**src/rtl/mm_pkg.sv**
```systemverilog
// Shared types and sizing for the mm operand source (mm_src and its FIFO).
package mm_pkg;
  typedef enum logic [1:0] {IDLE, SEND_A, SEND_B, DONE} mm_src_state_t;

  localparam int unsigned SRC_FIFO_DEPTH = 3;
  localparam int unsigned SRC_FIFO_CNT_W = $clog2(SRC_FIFO_DEPTH + 1);
  localparam int unsigned SRC_FIFO_PTR_W = (SRC_FIFO_DEPTH > 1) ? $clog2(SRC_FIFO_DEPTH) : 1;
endpackage

```
**src/rtl/mm_src_fifo.sv**
```systemverilog
// Small synchronous FIFO holding {last,data} beats between the operand RAM and the streams.
module mm_src_fifo
  import mm_pkg::*;
#(
  parameter int unsigned W = 9
) (
  input  logic                      clk,
  input  logic                      rst_n,
  input  logic                      push,
  input  logic [W-1:0]              push_data,
  input  logic                      pop,
  output logic [W-1:0]              head,
  output logic [SRC_FIFO_CNT_W-1:0] count
);
  logic [W-1:0]              mem [SRC_FIFO_DEPTH];
  logic [SRC_FIFO_PTR_W-1:0] rd_ptr;
  logic [SRC_FIFO_PTR_W-1:0] wr_ptr;

  function automatic logic [SRC_FIFO_PTR_W-1:0] ptr_inc(input logic [SRC_FIFO_PTR_W-1:0] p);
    return (p == SRC_FIFO_PTR_W'(SRC_FIFO_DEPTH - 1)) ? '0 : p + SRC_FIFO_PTR_W'(1);
  endfunction

  always_ff @(posedge clk or negedge rst_n) begin
    if (!rst_n) begin
      rd_ptr <= '0;
      wr_ptr <= '0;
      count  <= '0;
      for (int unsigned i = 0; i < SRC_FIFO_DEPTH; i++) mem[i] <= '0;
    end else begin
      if (push) begin
        mem[wr_ptr] <= push_data;
        wr_ptr      <= ptr_inc(wr_ptr);
      end
      if (pop) rd_ptr <= ptr_inc(rd_ptr);
      unique case ({push, pop})
        2'b10:   count <= count + SRC_FIFO_CNT_W'(1);
        2'b01:   count <= count - SRC_FIFO_CNT_W'(1);
        default: count <= count;
      endcase
    end
  end

  always_comb head = mem[rd_ptr];
endmodule

```
**src/rtl/mm_src.sv**
```systemverilog
// Streams operand matrices A then B from the operand RAM onto mm's in_A / in_B ports.
// Optional MM_SRC_STALL_CNT_EN adds per-channel saturating stall counters.
module mm_src
  import mm_pkg::*;
#(
  parameter int unsigned D_W          = 8,
  parameter int unsigned ADDR_W       = 14,
  parameter int unsigned MATRIXSIZE_W = 24
) (
  input  logic                    mm_clk,
  input  logic                    mm_rst_n,
  input  logic                    start,
  input  logic [ADDR_W-1:0]       base_A,
  input  logic [ADDR_W-1:0]       base_B,
  input  logic [MATRIXSIZE_W-1:0] len_A,
  input  logic [MATRIXSIZE_W-1:0] len_B,
  output logic                    rd_en,
  output logic [ADDR_W-1:0]       rd_addr,
  input  logic [D_W-1:0]          rd_data,
  output logic [D_W-1:0]          out_A_tdata,
  output logic                    out_A_tvalid,
  output logic                    out_A_tlast,
  input  logic                    out_A_tready,
  output logic [D_W-1:0]          out_B_tdata,
  output logic                    out_B_tvalid,
  output logic                    out_B_tlast,
  input  logic                    out_B_tready,
  output logic                    busy,
  output logic                    done
`ifdef MM_SRC_STALL_CNT_EN
  ,
  output logic [31:0]             stall_cnt_A,
  output logic [31:0]             stall_cnt_B
`endif
);
  localparam int unsigned OCC_W = SRC_FIFO_CNT_W + 1;

  mm_src_state_t             state;
  logic [ADDR_W-1:0]         base_A_q, base_B_q, cur_base;
  logic [MATRIXSIZE_W-1:0]   len_A_q, len_B_q, cur_len;
  logic [MATRIXSIZE_W-1:0]   issued, accepted;
  logic                      inflight, inflight_last;
  logic                      sending_A, sending_B, head_valid, beat_acc, last_acc;
  logic [D_W:0]              fifo_head;
  logic [SRC_FIFO_CNT_W-1:0] fifo_count;
  logic [OCC_W-1:0]          occupancy;

  mm_src_fifo #(.W(D_W + 1)) u_fifo (
    .clk       (mm_clk),
    .rst_n     (mm_rst_n),
    .push      (inflight),
    .push_data ({inflight_last, rd_data}),
    .pop       (beat_acc),
    .head      (fifo_head),
    .count     (fifo_count)
  );

  always_comb begin
    sending_A    = (state == SEND_A);
    sending_B    = (state == SEND_B);
    cur_base     = sending_B ? base_B_q : base_A_q;
    cur_len      = sending_B ? len_B_q : len_A_q;
    head_valid   = (fifo_count != '0);
    out_A_tvalid = sending_A && head_valid;
    out_B_tvalid = sending_B && head_valid;
    out_A_tdata  = out_A_tvalid ? fifo_head[D_W-1:0] : '0;
    out_B_tdata  = out_B_tvalid ? fifo_head[D_W-1:0] : '0;
    out_A_tlast  = out_A_tvalid && fifo_head[D_W];
    out_B_tlast  = out_B_tvalid && fifo_head[D_W];
    beat_acc     = (out_A_tvalid && out_A_tready) || (out_B_tvalid && out_B_tready);
    last_acc     = beat_acc && ((accepted + MATRIXSIZE_W'(1)) == cur_len);
    // Reads in flight count against FIFO space so a stalled stream never overflows it.
    occupancy    = OCC_W'(fifo_count) + OCC_W'(inflight);
    rd_en        = (sending_A || sending_B) && (issued < cur_len)
                   && (occupancy < OCC_W'(SRC_FIFO_DEPTH));
    rd_addr      = rd_en ? cur_base + ADDR_W'(issued) : '0;
  end

  always_ff @(posedge mm_clk or negedge mm_rst_n) begin
    if (!mm_rst_n) begin
      state         <= IDLE;
      base_A_q      <= '0;
      base_B_q      <= '0;
      len_A_q       <= '0;
      len_B_q       <= '0;
      issued        <= '0;
      accepted      <= '0;
      inflight      <= 1'b0;
      inflight_last <= 1'b0;
      busy          <= 1'b0;
      done          <= 1'b0;
    end else begin
      inflight      <= rd_en;
      inflight_last <= rd_en && (issued == cur_len - MATRIXSIZE_W'(1));
      if (rd_en) issued <= issued + MATRIXSIZE_W'(1);
      if (beat_acc) accepted <= accepted + MATRIXSIZE_W'(1);
      done <= 1'b0;
      unique case (state)
        IDLE: if (start) begin
          base_A_q <= base_A;
          base_B_q <= base_B;
          len_A_q  <= len_A;
          len_B_q  <= len_B;
          issued   <= '0;
          accepted <= '0;
          busy     <= 1'b1;
          if (len_A != '0)      state <= SEND_A;
          else if (len_B != '0) state <= SEND_B;
          else begin
            state <= DONE;
            done  <= 1'b1;
          end
        end
        SEND_A: if (last_acc) begin
          issued   <= '0;
          accepted <= '0;
          if (len_B_q != '0) state <= SEND_B;
          else begin
            state <= DONE;
            done  <= 1'b1;
          end
        end
        SEND_B: if (last_acc) begin
          issued   <= '0;
          accepted <= '0;
          state    <= DONE;
          done     <= 1'b1;
        end
        DONE: begin
          state <= IDLE;
          busy  <= 1'b0;
        end
        default: state <= IDLE;
      endcase
    end
  end

`ifdef MM_SRC_STALL_CNT_EN
  always_ff @(posedge mm_clk or negedge mm_rst_n) begin
    if (!mm_rst_n) begin
      stall_cnt_A <= '0;
      stall_cnt_B <= '0;
    end else if (state == IDLE && start) begin
      stall_cnt_A <= '0;
      stall_cnt_B <= '0;
    end else begin
      if (out_A_tvalid && !out_A_tready && stall_cnt_A != '1) stall_cnt_A <= stall_cnt_A + 32'd1;
      if (out_B_tvalid && !out_B_tready && stall_cnt_B != '1) stall_cnt_B <= stall_cnt_B + 32'd1;
    end
  end
`endif
endmodule

```
**config.mk**
```make
export PLATFORM = sky130hd
export DESIGN_NAME = mm_src
export DESIGN_NICKNAME = d
export VERILOG_FILES = /design/src/rtl/mm_pkg.sv /design/src/rtl/mm_src_fifo.sv /design/src/rtl/mm_src.sv
export SDC_FILE = /design/constraint.sdc
export NUM_CORES = 1
export LEC_CHECK = 0
export ABC_AREA = 0
export CAP_MARGIN = 20
export CORE_ASPECT_RATIO = 0.5
export CORE_MARGIN = 2
export CORE_UTILIZATION = 57
export DETAILED_ROUTE_END_ITERATION = 8
export GPL_ROUTABILITY_DRIVEN = 0
export GPL_TIMING_DRIVEN = 0
export MAX_ROUTING_LAYER = met4
export PLACE_DENSITY = 0.81
export SLEW_MARGIN = 30
export SYNTH_ARGS = -nofsm -noshare
export SYNTH_HDL_FRONTEND = slang
export SYNTH_SLANG_ARGS = --single-unit
```
**constraint.sdc**
```tcl
create_clock -name mm_clk -period 5.3 [get_ports mm_clk]
set_clock_uncertainty 0.1 [all_clocks]
set_input_delay 1.06 -clock mm_clk [delete_from_list [all_inputs] [get_ports mm_clk]]
set_output_delay 1.06 -clock mm_clk [all_outputs]
set_load 0.005 [all_outputs]
```
==> summary.md, run 1 <==
| Metric | Value |
|---|---|
| Ports | `between 100 and 150` |
| Post-route design area | `between 10,000 and 15,000 µm²` |
| Clk slew on worst S/H paths | `roughly 70 ps` |
| R2r setup slk | `~1100 ps` |
| Site Rows | `35` |
| Vias in the first global route | `~9,300` |
| First-pass GRT wire length | `49,300 µm` |
| Post-synthesis cell type count | `80` |
| Core outline area | `18,500 µm²` |
| Clock Latency Late Sink | `around 450 ps` |
| Syn nets | `1,192` |
| Post-synth top flop | `dfrtp_1` |
| RSZ-0062 raised after global routing | `true` |
| Register area share after synthesis | `0.377` |
| GR Overflow Total | `0` |
| Worst r2r src | `state[0]` |
| Post-DP Area | `roughly 12,000 µm²` |
| Share of cells above drive strength 1 | `0.217` |
| Antenna diodes | `0` |
| Avg Inst Size Synth | `roughly 10 µm²` |
| Setup TNS | `0 ps` |
| Tot Pwr | `approximately 8.2 mW` |
| CP Data Required Time | `between 4000 and 5000 ps` |
| Post-Route WL | `32,000 µm` |
| R2r worst-path depth | `13` |
| Die width | `around 200 µm` |
| Critical Path Fanout Max | `8` |
| Max clock buf depth | `2` |
| FF+latch count, synth | `163` |
| Slew of the pin with the lowest slew margin | `between 800 and 900 ps` |
| Pin count of the biggest net entering global routing | `90` |
| DRC violations left | `0` |
| Port Buffers | `between 100 and 150` |
| Worst slew margin | `0.406` |
| TritonCTS Buffers | `17` |
| Pwr dens | `a little over 600 nW/µm²` |
| Startpoint class of the critical path | `flip-flop` |
| Crit path kind | `flip-flop to primary output` |
| Initial antenna violation count | `0` |
| Min cycle time layout | `between 5000 and 6000 ps` |
| Max Clock Freq | `~190 MHz` |
| Min-Delay Endpoint | `base_B_q[4]` |
| DR pass1 iterations | `5` |
| Top post-synthesis cells by area | `dfrtp_1, mux2_2, xnor2_1` |
| Critical path buffers and inverters | `6` |
| Maximum vdd drop | `about 0.43 mV` |
| Critical Path AT | `4090 ps` |
| Reg-to-reg endpoint | `inflight_last` |
| CTS tree | `built` |
| CP most frequent cell | `a21o_1` |
| Placed cell count | `around 1,400` |
| Top cell type's share of synthesized area | `0.377` |
| Post-Syn Area | `about 11,000 µm²` |
| Root buffer cell | `clkbuf_16` |
| Post-DP HPWL | `22,700 µm` |
| CP endpoint kind | `primary output` |
| Vias | `9,371` |
| Max Slew Vio Count | `0` |
| Commonest non-fill, non-tap cells in the layout | `dfrtp_1, clkdlybuf4s50_1, mux2_2, xnor2_1, nor2_1` |
| Final setup fails | `0` |
| Die H | `~100 µm` |
| Hold path depth | `1` |
| Hold_ws | `~400 ps` |
| Crit-path leading delay family | `buffers and inverters` |
| Initial Util | `0.585` |
| Number of synthesized flops with an enable pin | `0` |
| Post-CTS Hold Fix Bufs | `0` |
| Syn-to-layout area delta | `24.8%` |
| Cell taking the most area after synthesis | `dfrtp_1` |
| Reported max-cap violation count | `0` |
| Post-synthesis async set-or-reset flop share | `1.00` |
| Leading cell type in the layout, fill and taps excluded | `dfrtp_1` |
| Post-Layout Cell Count | `about 1,500` |
| Syn. warnings | `0` |
| Status | `complete, no violations` |
| Worst min-delay path category | `flip-flop to flip-flop` |
| Iteration-0 DRC Markers | `756` |
| WL per Instance | `21.4 µm` |
| Detail Route Antenna Nets | `0` |
| Vias/cell | `6.26` |
| Post-synthesis cell count | `around 1,100` |
| Final Hold Vio Count | `0` |
| Post-layout nets | `1,359` |
| CP max stage delay | `510 ps` |
| Fin crit share | `0.990` |
| Num Clock Sinks | `roughly 160` |
| Worst setup path startpoint | `state[1]` |
| GRT Total Usage | `0.331` |
| Die footprint | `about 20,000 µm²` |
| H-tree levels | `4` |
| CP cell instances | `ha_4 -> buf_12 -> buf_16 -> mux2_4 -> clkinv_4 -> ha_1 -> a21o_1 -> a21o_1 -> a211o_1 -> a31oi_2 -> o211ai_2 -> buf_4 -> inv_4 -> and2_1 -> clkdlybuf4s50_1` |
| Hold Crit Start | `base_B_q[4]` |
| Cell leakage power | `approximately 5.4 nW` |
| Crit-path slowest cell | `clkdlybuf4s50_1` |
Yosys cell counts (16+ instances only):
library cell  count
a21oi_1          75
nand2_1          43
xnor2_1          85
mux2i_1          26
clkbuf_1         26
ha_1             45
nand4_1          22
mux2_2          118
nor4_1           20
inv_1            27
nand3_1          41
nor3_1           43
dfrtp_1         163
xor2_1           33
and3_1           16
nor2_1           86
state kept, by name, summed over array words and instances, names as in the netlist, 2 cells and up:
name and count:
u_fifo.wr_ptr 2, u_fifo.mem 27, u_fifo.rd_ptr 2, issued 24, accepted 24, base_A_q 14
base_B_q 14, len_A_q 24, state 2, len_B_q 24, u_fifo.count 2
worst max path at each step:
stage | endpoint | slack (ps) | cells after the start
finish | rd_addr[0] | 50 | 15
detailed placement | rd_addr[12] | -930 | 20
global route | rd_addr[12] | -50 | 21
CTS | rd_addr[12] | -8 | 21
floorplan | rd_addr[12] | 530 | 19
global placement | u_fifo.mem[0] | -3340 | 1
metrics by stage:
stage / worst slack [ps] / utilization
4_1_cts: -7.54 / 0.717
3_5_place_dp: -926 / 0.672
2_1_floorplan: 531 / -
3_3_place_gp: -3340 / 0.670
6_report: 52.3 / 0.729
5_1_grt: -50.7 / 0.729
worst register-to-register path, stage by stage (launching register included):
cell	delay (ps)
dfrtp_1	390
inv_2	100
ha_4	150
buf_12	100
buf_4	160
buf_4	230
mux2i_2	630
o21ai_0	280
nor3_1	480
nand3_1	160
xnor2_1	190
a311oi_1	300
o2111ai_1	200
a2111oi_2	590
layer usage:
layer | wire (µm) | vias up | GRT usage
met5 | 0 | - | -
met4 | 947 | 0 | 0.134
met3 | 2580 | 106 | 0.0693
met2 | 15000 | 451 | 0.529
met1 | 13500 | 4618 | 0.417
li1 | - | 4196 | -
cells by family (layout without fill, tap and decap cells):
logic type      after synthesis  in the layout  share of synthesized area
compound gates              164            164                     0.0969
buf+inv                      76            256                     0.0329
fa+ha+maj                    47             47                     0.0549
flops                       163            163                      0.377
mux                         161            161                      0.176
xor+xnor                    118            118                     0.0954
simple gates                328            328                      0.168
layout make-up:
cell class | count | area [µm²]
Inverter | 30 | 120
Fill cell | 1263 | 5010
Clock buffer | 17 | 425
Multi-Input combinational cell | 818 | 6630
Tap cell | 259 | 324
Buffer | 46 | 315
Timing Repair Buffer | 148 | 1450
Sequential cell | 163 | 4080
Clock inverter | 15 | 174
timing repair:
item,CTS,global route
endpoints found under the hold margin,0,0
buffers inserted,10,12
pin swaps,7,8
endpoints found under the setup margin,15,14
gates resized for setup,48,29
report_power, final:
part / internal, mW / switching, mW
registers: 1.70 / 0.449
logic: 2.17 / 2.58
clock network: 0.672 / 0.619
Power figures use the tool's default switching activity.
==> inputs of run 2 (changes only) <==
- CORE_ASPECT_RATIO: 0.5 -> 1.75
- HOLD_SLACK_MARGIN: unset -> 0.02
==> summary.md, run 2 (same netlist as run 1, synthesis figures left out) <==
| Metric | Value |
|---|---|
| Status | `complete, no violations` |
| Final Hold Vio Count | `0` |
| Ports | `roughly 130` |
| Pwr dens | `597 nW/µm²` |
| Slew of the pin with the lowest slew margin | `1070 ps` |
| Share of cells above drive strength 1 | `0.211` |
| Max Used Layer | `met4` |
| Post-layout nets | `about 1,400` |
| Post-Route WL | `31,700 µm` |
| Hold_ws | `between 400 and 500 ps` |
| First-pass GRT wire length | `between 40,000 and 50,000 µm` |
| H-tree levels | `4` |
| Post-Layout Cell Count | `1,477` |
| Vias in the first global route | `between 9,000 and 10,000` |
| Antenna diodes | `0` |
| Syn-to-layout area delta | `24.0%` |
| Final setup fails | `0` |
| TritonCTS Buffers | `17` |
| Core outline area | `18,600 µm²` |
| Worst slew margin | `0.275` |
| DRC violations left | `0` |
| Post-CTS Hold Fix Bufs | `0` |
| Routed wl met2 | `about 17,000 µm` |
| Max reg flops | `27` |
| Startpoint class of the critical path | `flip-flop` |
| DR pass1 iterations | `6` |
| Reported max-cap violation count | `0` |
| Commonest non-fill, non-tap cells in the layout | `dfrtp_1, mux2_2, clkdlybuf4s50_1, nor2_1, xnor2_1` |
| Die width | `about 110 µm` |
| Routed length on met3 | `around 1500 µm` |
| Crit path kind | `flip-flop to primary output` |
| Detail Route Antenna Nets | `0` |
| Iteration-0 DRC Markers | `597` |
| Maximum vdd drop | `around 0.37 mV` |
| Pin count of the biggest net entering global routing | `roughly 90` |
| Clk slew on worst S/H paths | `70 ps` |
| Leading cell type in the layout, fill and taps excluded | `dfrtp_1` |
| Placed cell count | `between 1,000 and 1,500` |
| Fin crit share | `0.989` |
| CP endpoint kind | `primary output` |
| Min cycle time layout | `approximately 5200 ps` |
| WL per Instance | `21.4 µm` |
| Cell leakage power | `between 5 and 6 nW` |
| Die footprint | `~20,000 µm²` |
| CP Data Required Time | `4140 ps` |
| GRT Total Usage | `0.328` |
| Site Rows | `between 60 and 70` |
| Max Slew Vio Count | `0` |
| Root buffer cell | `clkbuf_16` |
| Largest Register | `u_fifo.mem` |
| Setup WS pre-CTS | `-856 ps` |
| Die H | `roughly 190 µm` |
| Clock Latency Late Sink | `440 ps` |
| GR Overflow Total | `0` |
| Initial Util | `0.583` |
| Worst Setup Slack, final | `between 50 and 60 ps` |
| Worst min-delay path category | `flip-flop to flip-flop` |
| Vias | `9,334` |
| Metal-1 WL | `roughly 11,000 µm` |
| Max clock buf depth | `2` |
| Post-DP HPWL | `between 20,000 and 25,000 µm` |
| Initial antenna violation count | `0` |
| Setup TNS | `0 ps` |
| Critical Path Fanout Max | `10` |
| Max Clock Freq | `~190 MHz` |
| Critical Path AT | `4080 ps` |
| Vias/cell | `6.32` |
| Num Clock Sinks | `around 160` |
| Tot Pwr | `~8 mW` |
| CTS tree | `built` |
| Port Buffers | `around 130` |
## run 2: cell count changes in the layout (fill, tap and decap cells not counted), sizes merged
cell	before	now
buf	44	46
bufinv	1	2
clkbuf	43	45
clkdlybuf4s50	119	118
clkinv	6	3
clkinvlp	3	0
dlymetal6s2s	1	2
inv	35	38
## run 2: metrics by stage
stage	util	instance area, µm²
floorplan	-	10800
finish	0.723	13400
global route	0.723	13400
global placement	0.666	12400
CTS	0.711	13200
detailed placement	0.669	12400
## run 2: worst paths after layout
path / start / to / slack (ps) / cells after the start
worst max-delay path: state[0] / rd_addr[1] / 60 / 16
worst min-delay path: base_A_q[4] / base_A_q[4] / 400 / 1
worst max register to register: state[0] / accepted[14] / 1060 / 16
worst min register to register: base_A_q[4] / base_A_q[4] / 400 / 1
max in group asynchronous: mm_rst_n / u_fifo.mem[0] / 3770 / 2
min in group asynchronous: mm_rst_n / base_A_q[10] / 490 / 1
## run 2: power breakdown
group	leakage, nW	internal [mW]	switching [mW]
sequential	2.03	1.70	0.434
clock	0.299	0.726	0.562
combinational	3.14	2.12	2.48
## run 2: layout make-up
class | instances | area (µm²)
Multi-Input combinational cell | 818 | 6550
Fill cell | 1299 | 5150
Sequential cell | 163 | 4080
Timing Repair Buffer | 150 | 1480
Clock buffer | 19 | 443
Buffer | 46 | 302
Tap cell | 238 | 298
Clock inverter | 13 | 164
Inverter | 30 | 118
## run 2: what timing repair did
| action | CTS | global route |
|---|---|---|
| buffers inserted | 10 | 13 |
| pin swaps | 9 | 7 |
| setup endpoints to repair | 15 | 15 |
| resized for setup | 38 | 21 |
## run 2: worst max-delay path, cell delays in order (launching register included)
cell,delay [ps]
dfrtp_1,400
inv_2,100
ha_4,150
buf_12,120
buf_12,130
mux2_4,350
inv_4,110
ha_1,240
a21o_1,180
a21o_1,180
a211o_1,330
a31oi_4,200
o211ai_4,130
buf_6,180
buf_4,180
nor2_1,120
clkdlybuf4s50_1,530
## run 2: routing by layer
layer | vias up | global-route usage
met1 | 4584 | 0.341
met4 | 0 | 0.198
li1 | 4212 | -
met5 | - | -
met3 | 145 | 0.0423
met2 | 393 | 0.575
==> inputs of run 3 (changes only) <==
- CORE_UTILIZATION: 57 -> 50
- GPL_TIMING_DRIVEN: 0 -> unset
- PLACE_DENSITY: 0.81 -> 0.72
==> summary.md, run 3 (same netlist as run 1, synthesis figures left out) <==
| Metric | Value |
|---|---|
| Hold_ws | `a little over 400 ps` |
| Worst setup path startpoint | `state[0]` |
| CP endpoint kind | `primary output` |
| Setup TNS | `0 ps` |
| Num Clock Sinks | `approximately 160` |
| Post-DP HPWL | `approximately 23,000 µm` |
| Commonest non-fill, non-tap cells in the layout | `dfrtp_1, clkdlybuf4s50_1, mux2_2, nor2_1, xnor2_1` |
| Crit path kind | `flip-flop to primary output` |
| DRC violations left | `0` |
| Min cycle time layout | `roughly 5100 ps` |
| R2r worst-path depth | `14` |
| Post-DP Area | `between 10,000 and 15,000 µm²` |
| CTS tree | `built` |
| GRT Total Usage | `0.283` |
| Worst min-delay path category | `flip-flop to flip-flop` |
| Core outline area | `21,400 µm²` |
| CP Data Required Time | `roughly 4100 ps` |
| Iteration-0 DRC Markers | `~500` |
| Hold path depth | `1` |
| Die footprint | `22,900 µm²` |
| Critical Path Sink | `rd_addr[11]` |
| Ports | `~130` |
| Utilization after layout | `0.611` |
| Worst slew margin | `0.400` |
| Post-layout nets | `around 1,300` |
| Largest Register | `u_fifo.mem` |
| First-pass GRT wire length | `roughly 48,000 µm` |
| Switching Share | `0.425` |
| Clock Latency Late Sink | `around 450 ps` |
| Clock power frac | `0.167` |
| H-tree levels | `4` |
| Combinational Power Share | `0.547` |
| Fin crit share | `0.965` |
| Setup WS pre-CTS | `~270 ps` |
| Post-Layout Cell Count | `approximately 1,500` |
| Cell leakage power | `between 5 and 6 nW` |
| Initial Util | `0.506` |
| Site Rows | `roughly 70` |
| Tot Pwr | `7.61 mW` |
| Clk slew on worst S/H paths | `60 ps` |
| Post-route design area | `around 13,000 µm²` |
| Root buffer cell | `clkbuf_16` |
| Placed cell count | `roughly 1,400` |
| Reported max-cap violation count | `0` |
| Switch Pwr | `~3.2 mW` |
| TritonCTS Buffers | `17` |
| Vias in the first global route | `roughly 9,000` |
| Share of power burned in registers | `0.286` |
| Critical Path AT | `just under 4000 ps` |
| Status | `complete, no violations` |
| Antenna diodes | `0` |
| Slew of the pin with the lowest slew margin | `between 800 and 900 ps` |
| Max Clock Freq | `just under 200 MHz` |
| Final Hold Vio Count | `0` |
| Pin count of the biggest net entering global routing | `95` |
| Critical Path Fanout Max | `11` |
| Syn-to-layout area delta | `20.8%` |
| Design internal power | `~4.4 mW` |
| WL per Instance | `about 20 µm` |
| R2r setup slk | `around 1200 ps` |
| GR Overflow Total | `0` |
| Maximum vdd drop | `roughly 0.37 mV` |
| Pwr dens | `a little under 600 nW/µm²` |
| Startpoint class of the critical path | `flip-flop` |
| Share of cells above drive strength 1 | `0.186` |
| Leading cell type in the layout, fill and taps excluded | `dfrtp_1` |
| Die width | `~120 µm` |
| Worst Setup Slack, final | `188 ps` |
| Vias/cell | `between 5 and 6` |
| Max Slew Vio Count | `0` |
| Detail Route Antenna Nets | `0` |
| DR pass1 iterations | `5` |
| Worst r2r src | `state[0]` |
| Max clock buf depth | `2` |
| Max reg flops | `27` |
| Vias | `8,879` |
| Reg-to-reg endpoint | `inflight_last` |
| RSZ-0062 raised after global routing | `false` |
| Die H | `199 µm` |
| Post-Route WL | `a little over 30,000 µm` |
| Final setup fails | `0` |
| Initial antenna violation count | `0` |
| Port Buffers | `roughly 130` |
| Post-CTS Hold Fix Bufs | `0` |
run 3: cell types whose count changed in the layout (fill, tap and decap cells not counted), sizes merged:
cell	previous run	this run
buf	46	26
clkbuf	45	19
clkdlybuf4s50	118	124
clkinv	3	4
clkinvlp	0	3
dlygate4sd2	4	0
dlymetal6s2s	2	0
inv	38	34
run 3: worst min path at each step:
stage	from	to	slack [ps]
6_report	base_A_q[2]	base_A_q[2]	400
4_1_cts	base_B_q[4]	base_B_q[4]	400
2_1_floorplan	base_B_q[0]	base_B_q[0]	370
3_3_place_gp	base_B_q[6]	base_B_q[6]	380
3_5_place_dp	base_B_q[4]	base_B_q[4]	390
5_1_grt	base_B_q[4]	base_B_q[4]	420
run 3: power by group through the flow:
stage               Sequential, mW  Combinational, mW  Clock, mW
finish                        2.18               4.16       1.27
global route                  2.23               4.53       1.34
CTS                           2.18               4.15       1.29
detailed placement            2.20               4.10          0
global placement              2.18               4.02          0
floorplan                     2.00               2.91          0
run 3: critical path, stage by stage, from the launching register on:
cell and delay, ps:
dfrtp_1 400, inv_1 140, ha_4 250, buf_4 190
mux2_2 370, ha_1 300, a21o_1 180, a21o_1 180
nand2_1 110, a21oi_1 120, a211oi_2 340, o21ai_0 190
xnor2_1 160, nor2_1 90, clkdlybuf4s50_1 510
run 3: area by class of cell:
class                   count  area, µm²
multi-input cells         818       6440
repair buffers            150       1490
fillers                  1804       8330
inverters                  30        113
well taps                 292        365
clock buffers              19        443
clock inverters            13        150
flip-flops and latches    163       4080
run 3: layer usage:
| metal | up-vias | wire, µm | global-route usage |
|---|---|---|---|
| li1 | 4105 | - | - |
| met1 | 4327 | 10200 | 0.278 |
| met2 | 309 | 16700 | 0.512 |
| met3 | 138 | 1160 | 0.0439 |
| met4 | 0 | 2100 | 0.178 |
| met5 | - | 0 | - |
run 3: timing repair:
action	CTS	global route
resized for setup	2	1
setup endpoints to repair	13	2
pin swaps	1	2
setup buffers	3	0
